File: config.mk
export PLATFORM = sky130hd
export DESIGN_NAME = fdtd_field_probe
export DESIGN_NICKNAME = d
export VERILOG_FILES = /design/src/rtl/fdtd_field_probe.sv
export SDC_FILE = /design/constraint.sdc
export NUM_CORES = 1
export LEC_CHECK = 0
export ABC_AREA = 0
export BUFFER_PORTS_ARGS = -buffer_cell sky130_fd_sc_hd__clkbuf_2
export CAP_MARGIN = 30
export CORE_MARGIN = 2
export CORE_UTILIZATION = 55
export DETAILED_ROUTE_END_ITERATION = 7
export PLACE_DENSITY_LB_ADDON = 0.08
export SYNTH_ARGS = -nofsm -noshare
export SYNTH_HDL_FRONTEND = slang
export SYNTH_SLANG_ARGS = --single-unit
File: constraint.sdc
create_clock -name clock -period 5.7 [get_ports clock]
set_input_delay 0.57 -clock clock [delete_from_list [all_inputs] [get_ports clock]]
set_output_delay 0.57 -clock clock [all_outputs]
set_load 0.01 [all_outputs]
File: src/rtl/fdtd_field_probe.sv
// Ez field probe: captures one cell per (decim+1) FDTD steps, saturates it, and queues it in a FWFT FIFO.
// Define FDTD_PROBE_TIMESTAMP_EN to prepend a step counter to every stored sample.
module fdtd_field_probe #(
   parameter int data_width = 64,
   parameter int out_width  = 32,
   parameter int idx_width  = 16,
   parameter int fifo_depth = 16,
   parameter int cnt_width  = 16
) (
   input  logic                          clock,
   input  logic                          rst_n,
   input  logic                          arm,
   input  logic                          abort,
   input  logic [idx_width-1:0]          probe_idx,
   input  logic [cnt_width-1:0]          decim,
   input  logic [cnt_width-1:0]          num_samples,
   input  logic                          step_start,
   input  logic                          ez_valid,
   input  logic [data_width-1:0]         ez_data,
   output logic                          rd_valid,
`ifdef FDTD_PROBE_TIMESTAMP_EN
   output logic [cnt_width+out_width-1:0] rd_data,
`else
   output logic [out_width-1:0]          rd_data,
`endif
   input  logic                          rd_ready,
   output logic                          busy,
   output logic                          done,
   output logic                          overflow,
   output logic [$clog2(fifo_depth):0]   fifo_level
);

   localparam int AW = $clog2(fifo_depth);
   localparam int LW = AW + 1;
   localparam logic [LW-1:0] DEPTH_L = LW'(fifo_depth);
`ifdef FDTD_PROBE_TIMESTAMP_EN
   localparam int EW = cnt_width + out_width;
`else
   localparam int EW = out_width;
`endif

   typedef enum logic [1:0] {IDLE, WAIT_STEP, SCAN} state_t;

   state_t                 state_q, state_d;
   logic [idx_width-1:0]   probe_q, probe_d;
   logic [cnt_width-1:0]   decim_q, decim_d;
   logic [cnt_width-1:0]   num_q, num_d;
   logic [cnt_width-1:0]   dec_cnt_q, dec_cnt_d;
   logic [cnt_width-1:0]   cap_cnt_q, cap_cnt_d;
   logic [idx_width-1:0]   cell_cnt_q, cell_cnt_d;
   logic                   done_q, done_d;
   logic                   ovf_q, ovf_d;
   logic                   capture, clr_ovf;

   logic [AW-1:0]          wr_ptr_q, wr_ptr_d;
   logic [AW-1:0]          rd_ptr_q, rd_ptr_d;
   logic [LW-1:0]          level_q, level_d;
   logic [EW-1:0]          mem [fifo_depth];
   logic                   full, pop, push_ok;

   logic [out_width-1:0]   sat_sample;
   logic [EW-1:0]          entry;
   logic [data_width-out_width:0] hi_bits;

   // Value fits when every bit from the output sign bit upward matches.
   assign hi_bits = ez_data[data_width-1:out_width-1];
   always_comb begin
      if (hi_bits == '0 || hi_bits == '1) begin
         sat_sample = ez_data[out_width-1:0];
      end else if (ez_data[data_width-1]) begin
         sat_sample = {1'b1, {(out_width-1){1'b0}}};
      end else begin
         sat_sample = {1'b0, {(out_width-1){1'b1}}};
      end
   end

`ifdef FDTD_PROBE_TIMESTAMP_EN
   logic [cnt_width-1:0] step_cnt_q;
   always_ff @(posedge clock or negedge rst_n) begin
      if (!rst_n) begin
         step_cnt_q <= '0;
      end else if (state_q == IDLE && arm && !abort) begin
         step_cnt_q <= '0;
      end else if (busy && step_start) begin
         step_cnt_q <= step_cnt_q + 1'b1;
      end
   end
   assign entry = {step_cnt_q, sat_sample};
`else
   assign entry = sat_sample;
`endif

   always_comb begin
      state_d    = state_q;
      probe_d    = probe_q;
      decim_d    = decim_q;
      num_d      = num_q;
      dec_cnt_d  = dec_cnt_q;
      cap_cnt_d  = cap_cnt_q;
      cell_cnt_d = cell_cnt_q;
      done_d     = 1'b0;
      capture    = 1'b0;
      clr_ovf    = 1'b0;
      if (abort) begin
         state_d = IDLE;
      end else begin
         case (state_q)
            IDLE: begin
               if (arm) begin
                  probe_d   = probe_idx;
                  decim_d   = decim;
                  num_d     = num_samples;
                  dec_cnt_d = '0;
                  cap_cnt_d = '0;
                  clr_ovf   = 1'b1;
                  if (num_samples == '0) done_d = 1'b1;
                  else                   state_d = WAIT_STEP;
               end
            end
            WAIT_STEP: begin
               if (step_start) begin
                  cell_cnt_d = '0;
                  if (dec_cnt_q == '0) state_d = SCAN;
                  else                 dec_cnt_d = dec_cnt_q - 1'b1;
               end
            end
            SCAN: begin
               // A new step before the probe cell restarts the scan of that step.
               if (step_start) begin
                  cell_cnt_d = '0;
               end else if (ez_valid) begin
                  cell_cnt_d = cell_cnt_q + 1'b1;
                  if (cell_cnt_q == probe_q) begin
                     capture   = 1'b1;
                     dec_cnt_d = decim_q;
                     cap_cnt_d = cap_cnt_q + 1'b1;
                     if (cap_cnt_q + 1'b1 == num_q) begin
                        done_d  = 1'b1;
                        state_d = IDLE;
                     end else begin
                        state_d = WAIT_STEP;
                     end
                  end
               end
            end
            default: state_d = IDLE;
         endcase
      end
   end

   assign full    = (level_q == DEPTH_L);
   assign pop     = rd_valid && rd_ready;
   assign push_ok = capture && (!full || pop);

   always_comb begin
      wr_ptr_d = wr_ptr_q;
      rd_ptr_d = rd_ptr_q;
      level_d  = level_q;
      ovf_d    = ovf_q;
      if (clr_ovf) ovf_d = 1'b0;
      if (capture && full && !pop) ovf_d = 1'b1;
      if (push_ok) wr_ptr_d = wr_ptr_q + 1'b1;
      if (pop)     rd_ptr_d = rd_ptr_q + 1'b1;
      case ({push_ok, pop})
         2'b10:   level_d = level_q + 1'b1;
         2'b01:   level_d = level_q - 1'b1;
         default: level_d = level_q;
      endcase
   end

   always_ff @(posedge clock or negedge rst_n) begin
      if (!rst_n) begin
         state_q    <= IDLE;
         probe_q    <= '0;
         decim_q    <= '0;
         num_q      <= '0;
         dec_cnt_q  <= '0;
         cap_cnt_q  <= '0;
         cell_cnt_q <= '0;
         done_q     <= 1'b0;
         ovf_q      <= 1'b0;
         wr_ptr_q   <= '0;
         rd_ptr_q   <= '0;
         level_q    <= '0;
      end else begin
         state_q    <= state_d;
         probe_q    <= probe_d;
         decim_q    <= decim_d;
         num_q      <= num_d;
         dec_cnt_q  <= dec_cnt_d;
         cap_cnt_q  <= cap_cnt_d;
         cell_cnt_q <= cell_cnt_d;
         done_q     <= done_d;
         ovf_q      <= ovf_d;
         wr_ptr_q   <= wr_ptr_d;
         rd_ptr_q   <= rd_ptr_d;
         level_q    <= level_d;
      end
   end

   always_ff @(posedge clock) begin
      if (push_ok) mem[wr_ptr_q] <= entry;
   end

   assign rd_valid   = (level_q != '0);
   assign rd_data    = rd_valid ? mem[rd_ptr_q] : '0;
   assign busy       = (state_q != IDLE);
   assign done       = done_q;
   assign overflow   = ovf_q;
   assign fifo_level = level_q;

endmodule

==> results_dict.tcl <==
set metrics [dict create \
    fin_total_pwr_mw 13.42 \
    cp_num_buf_inv 2 \
    postCtsResizedCells 0 \
    io_buffers 159 \
    multiInputGateArea_um2 7602 \
    fillers 3336 \
    status "completed" \
    ys_seq_elements 625 \
    htree_levels 2 \
    ys_seq_area_share_pct 69.70 \
    drc_errors 0 \
    max_stage_delay_ps 900 \
    drive_above_1_share_pct 30.73 \
    cts_setup_buffers 0 \
    path_clk_slew_ps 70 \
    min_period_ps 4098 \
    tightestPinTransition_ps 968.9 \
    p_leak_nw 10.37 \
    n_antenna_cell 0 \
    ir_drop_mv 0.3179 \
    slew_headroom_pct 35.41 \
    grt_overflow_total 0 \
    synth_top_area_share_pct 58.87 \
    cts_max_path_buffers 3 \
    regArea_um2 18210 \
    num_vias 13777 \
    final_max_slew_viol_count 0 \
    layout_common_cells "edfxtp_1, mux4_2, clkbuf_2" \
    maxCapViolCount 0 \
    crit_fanout 34 \
    synth_cells 1465 \
    grt_pass1_vias 14247 \
    critPathLaunchType "flip-flop" \
    start_util_pct 55.86 \
    cts_tree "yes" \
    grt_setup_unrepaired "no" \
    final_common_cell "edfxtp_1" \
    hold_class "in -> async" \
    setup_viol 0 \
    drt_first_pass_iters 5 \
    grt_pass1_wl_um 84180 \
    cpMostUsedCell "mux4_2" \
    period_share_pct 71.90 \
    p_sw_share_pct 29.26 \
    pin_count 160 \
    critical_path_arrival_ps 3530 \
    hold_viol_final 0 \
    die_w_um 221.9 \
    synth_edf_count 512 \
    p_comb_share_pct 29.5 \
    avgViaCountPerCell 5.993 \
    fin_setup_tns_ps 0 \
    synthTopCellsByArea "edfxtp_1, mux4_2, dfrtp_1, mux2_2, nand2_1" \
    synth_largest_area_cell "edfxtp_1" \
    cts_sinks 625 \
    synth_nets 1602 \
    path_class "reg -> out" \
    power_density_nw_per_um2 451.2 \
    crit_chain "buf_4, mux4_2, mux4_2, nor2b_1, clkbuf_2" \
    cts_made_buffers 60 \
    switchingPower_mw 3.927 \
    drtIter0Drc 1062 \
    grt_usage_pct 22.55 \
    place_hpwl_um 33300 \
    antenna_found_initial 3 \
    fp.dieH_um 221.9 \
    end_kind "primary output" \
    synth_ff_type "edfxtp_1" \
    synth_area_per_cell_um2 17.83 \
    synth_cell_type_count 63 \
    cp_slowest_cell "dfrtp_4" \
    synthArstFlopShare_pct 18.08 \
    clock_skew_ps 16.25 \
    power_frac_seq_pct 42.1 \
    core_um2 46750 \
    drtAntennaViolNets 0 \
    rows 79 \
    critPathTopFamily "multiplexers" \
    clk_latency_ps 610 \
    max_freq_mhz 244.0 \
    gp_congestion 0.8511 \
    critical_path_required_ps 5130 \
    cts-root-buf "clkbuf_16" \
    cts_hold_buffers 0 \
    die_area_um2 49240 \
    synthesis.area_um2 26120 \
    ys_warn_count 0 \
    layout.nets 1779 \
    wl_per_cell_um 23.50 \
    grt_start_max_net_pins 90 \
    p_clk_share_pct 28.4 \
    cellInternalPower_mw 9.495 \
    syn_to_final_growth_pct 13.91 \
    wl_um 54030 \
]
==> layout make-up <==
| cell class | count | area share, % |
|---|---|---|
| sequential | 625 | 61.22 |
| multi-input combinational | 743 | 25.56 |
| clock buffer | 79 | 5.358 |
| timing repair buffer | 189 | 4.021 |
| tap | 607 | 2.553 |
| clock inverter | 33 | 1.001 |
| inverter | 23 | 0.2902 |
==> cells in the mapped netlist (3+ instances only) <==
master / instances
edfxtp_1: 512
nand4_1: 25
ha_1: 17
nor3_1: 12
buf_1: 7
and3_1: 5
and2_1: 6
nand3_1: 15
nor2b_1: 36
nor4b_1: 4
and4b_1: 4
o21a_1: 3
nand2b_1: 4
a31oi_1: 8
nor3b_1: 8
mux2_2: 53
xnor2_1: 26
nor2_1: 39
a21o_1: 12
a211oi_1: 4
o21ai_0: 54
nand2_1: 122
buf_2: 14
inv_1: 23
or3_1: 5
xor2_1: 35
clkbuf_1: 52
and4_1: 10
a21oi_1: 12
mux4_2: 160
or4_1: 3
nor4_1: 18
dfrtp_1: 113
nand3b_1: 3
==> flip-flops by register name, indices dropped and copies added, names as in the netlist <==
signal,count
mem,512
cap_cnt_q,16
cell_cnt_q,16
dec_cnt_q,16
decim_q,16
num_q,16
probe_q,16
fifo_level,5
rd_ptr_q,4
wr_ptr_q,4
state_q,2
done,1
overflow,1
==> per-stage QoR <==
| step | instances | cell area, um2 | hold slack [ps] | setup slack, ps | util, % |
|---|---|---|---|---|---|
| after floorplan | 1465 | 26120 | 274.4 | 60.09 | - |
| final | 2299 | 29750 | 45.15 | 1602 | 63.63 |
| after detailed placement | 2185 | 27820 | 487.3 | 1989 | 59.50 |
| after global placement | 2174 | 27610 | 482.1 | 2145 | 59.06 |
| after global routing | 2299 | 29750 | 92.72 | 1336 | 63.63 |
| after CTS | 2297 | 29710 | 50.34 | 1456 | 63.54 |
==> power groups by stage <==
stage / Sequential (mW) / Clock, mW / Combinational [mW]
floorplan: 5.48 / 0 / 3.11
global placement: 5.78 / 0 / 3.90
detailed placement: 5.76 / 0 / 4.01
CTS: 5.67 / 3.90 / 4.03
global route: 5.71 / 4.07 / 4.31
finish: 5.66 / 3.81 / 3.95
==> per-layer routing <==
metal	routed length [um]	part of all wire (%)	vias to the layer above	GRT usage [%]
met4	1166	2.2	6	6.386
met3	3083	5.7	81	3.923
met5	36	0.067	-	0
met1	23130	43	7115	31.48
met2	26610	49	389	37.16
li1	-	-	6186	-
==> worst paths after layout <==
path                                          startpoint                       end  slack, ps  cells past startpoint
worst max-delay path             rd_ptr_q[0]$_DFFE_PN0N_               rd_data[26]       1600                      5
max in group asynchronous                          rst_n  cap_cnt_q[2]$_DFFE_PN0P_       4470                      2
worst min register to register  dec_cnt_q[1]$_DFFE_PN0P_  dec_cnt_q[1]$_DFFE_PN0P_        500                      2
worst min-delay path                               rst_n    decim_q[8]$_DFFE_PN0P_         50                      1
min in group clock                              decim[4]    decim_q[4]$_DFFE_PN0P_        200                      2
worst max register to register    state_q[0]$_DFFE_PN0P_      mem[7][22]$_DFFE_PP_       2030                      5
==> cell families after synthesis <==
family	synth area share, %
xor+xnor	2.218
compound gates	2.808
flops	69.70
mux	16.25
fa+ha+maj	0.8911
buf+inv	1.466
simple gates	6.674
==> worst register-to-register path: cells and delay by family, from the launching register on <==
family / cells / cell delay, ps
flip-flops: 1 / 440
AND/OR/NAND/NOR: 3 / 1990
adder cells (fa/ha/maj): 1 / 730
buffers and inverters: 1 / 120
(Power assumes the default switching activity.)
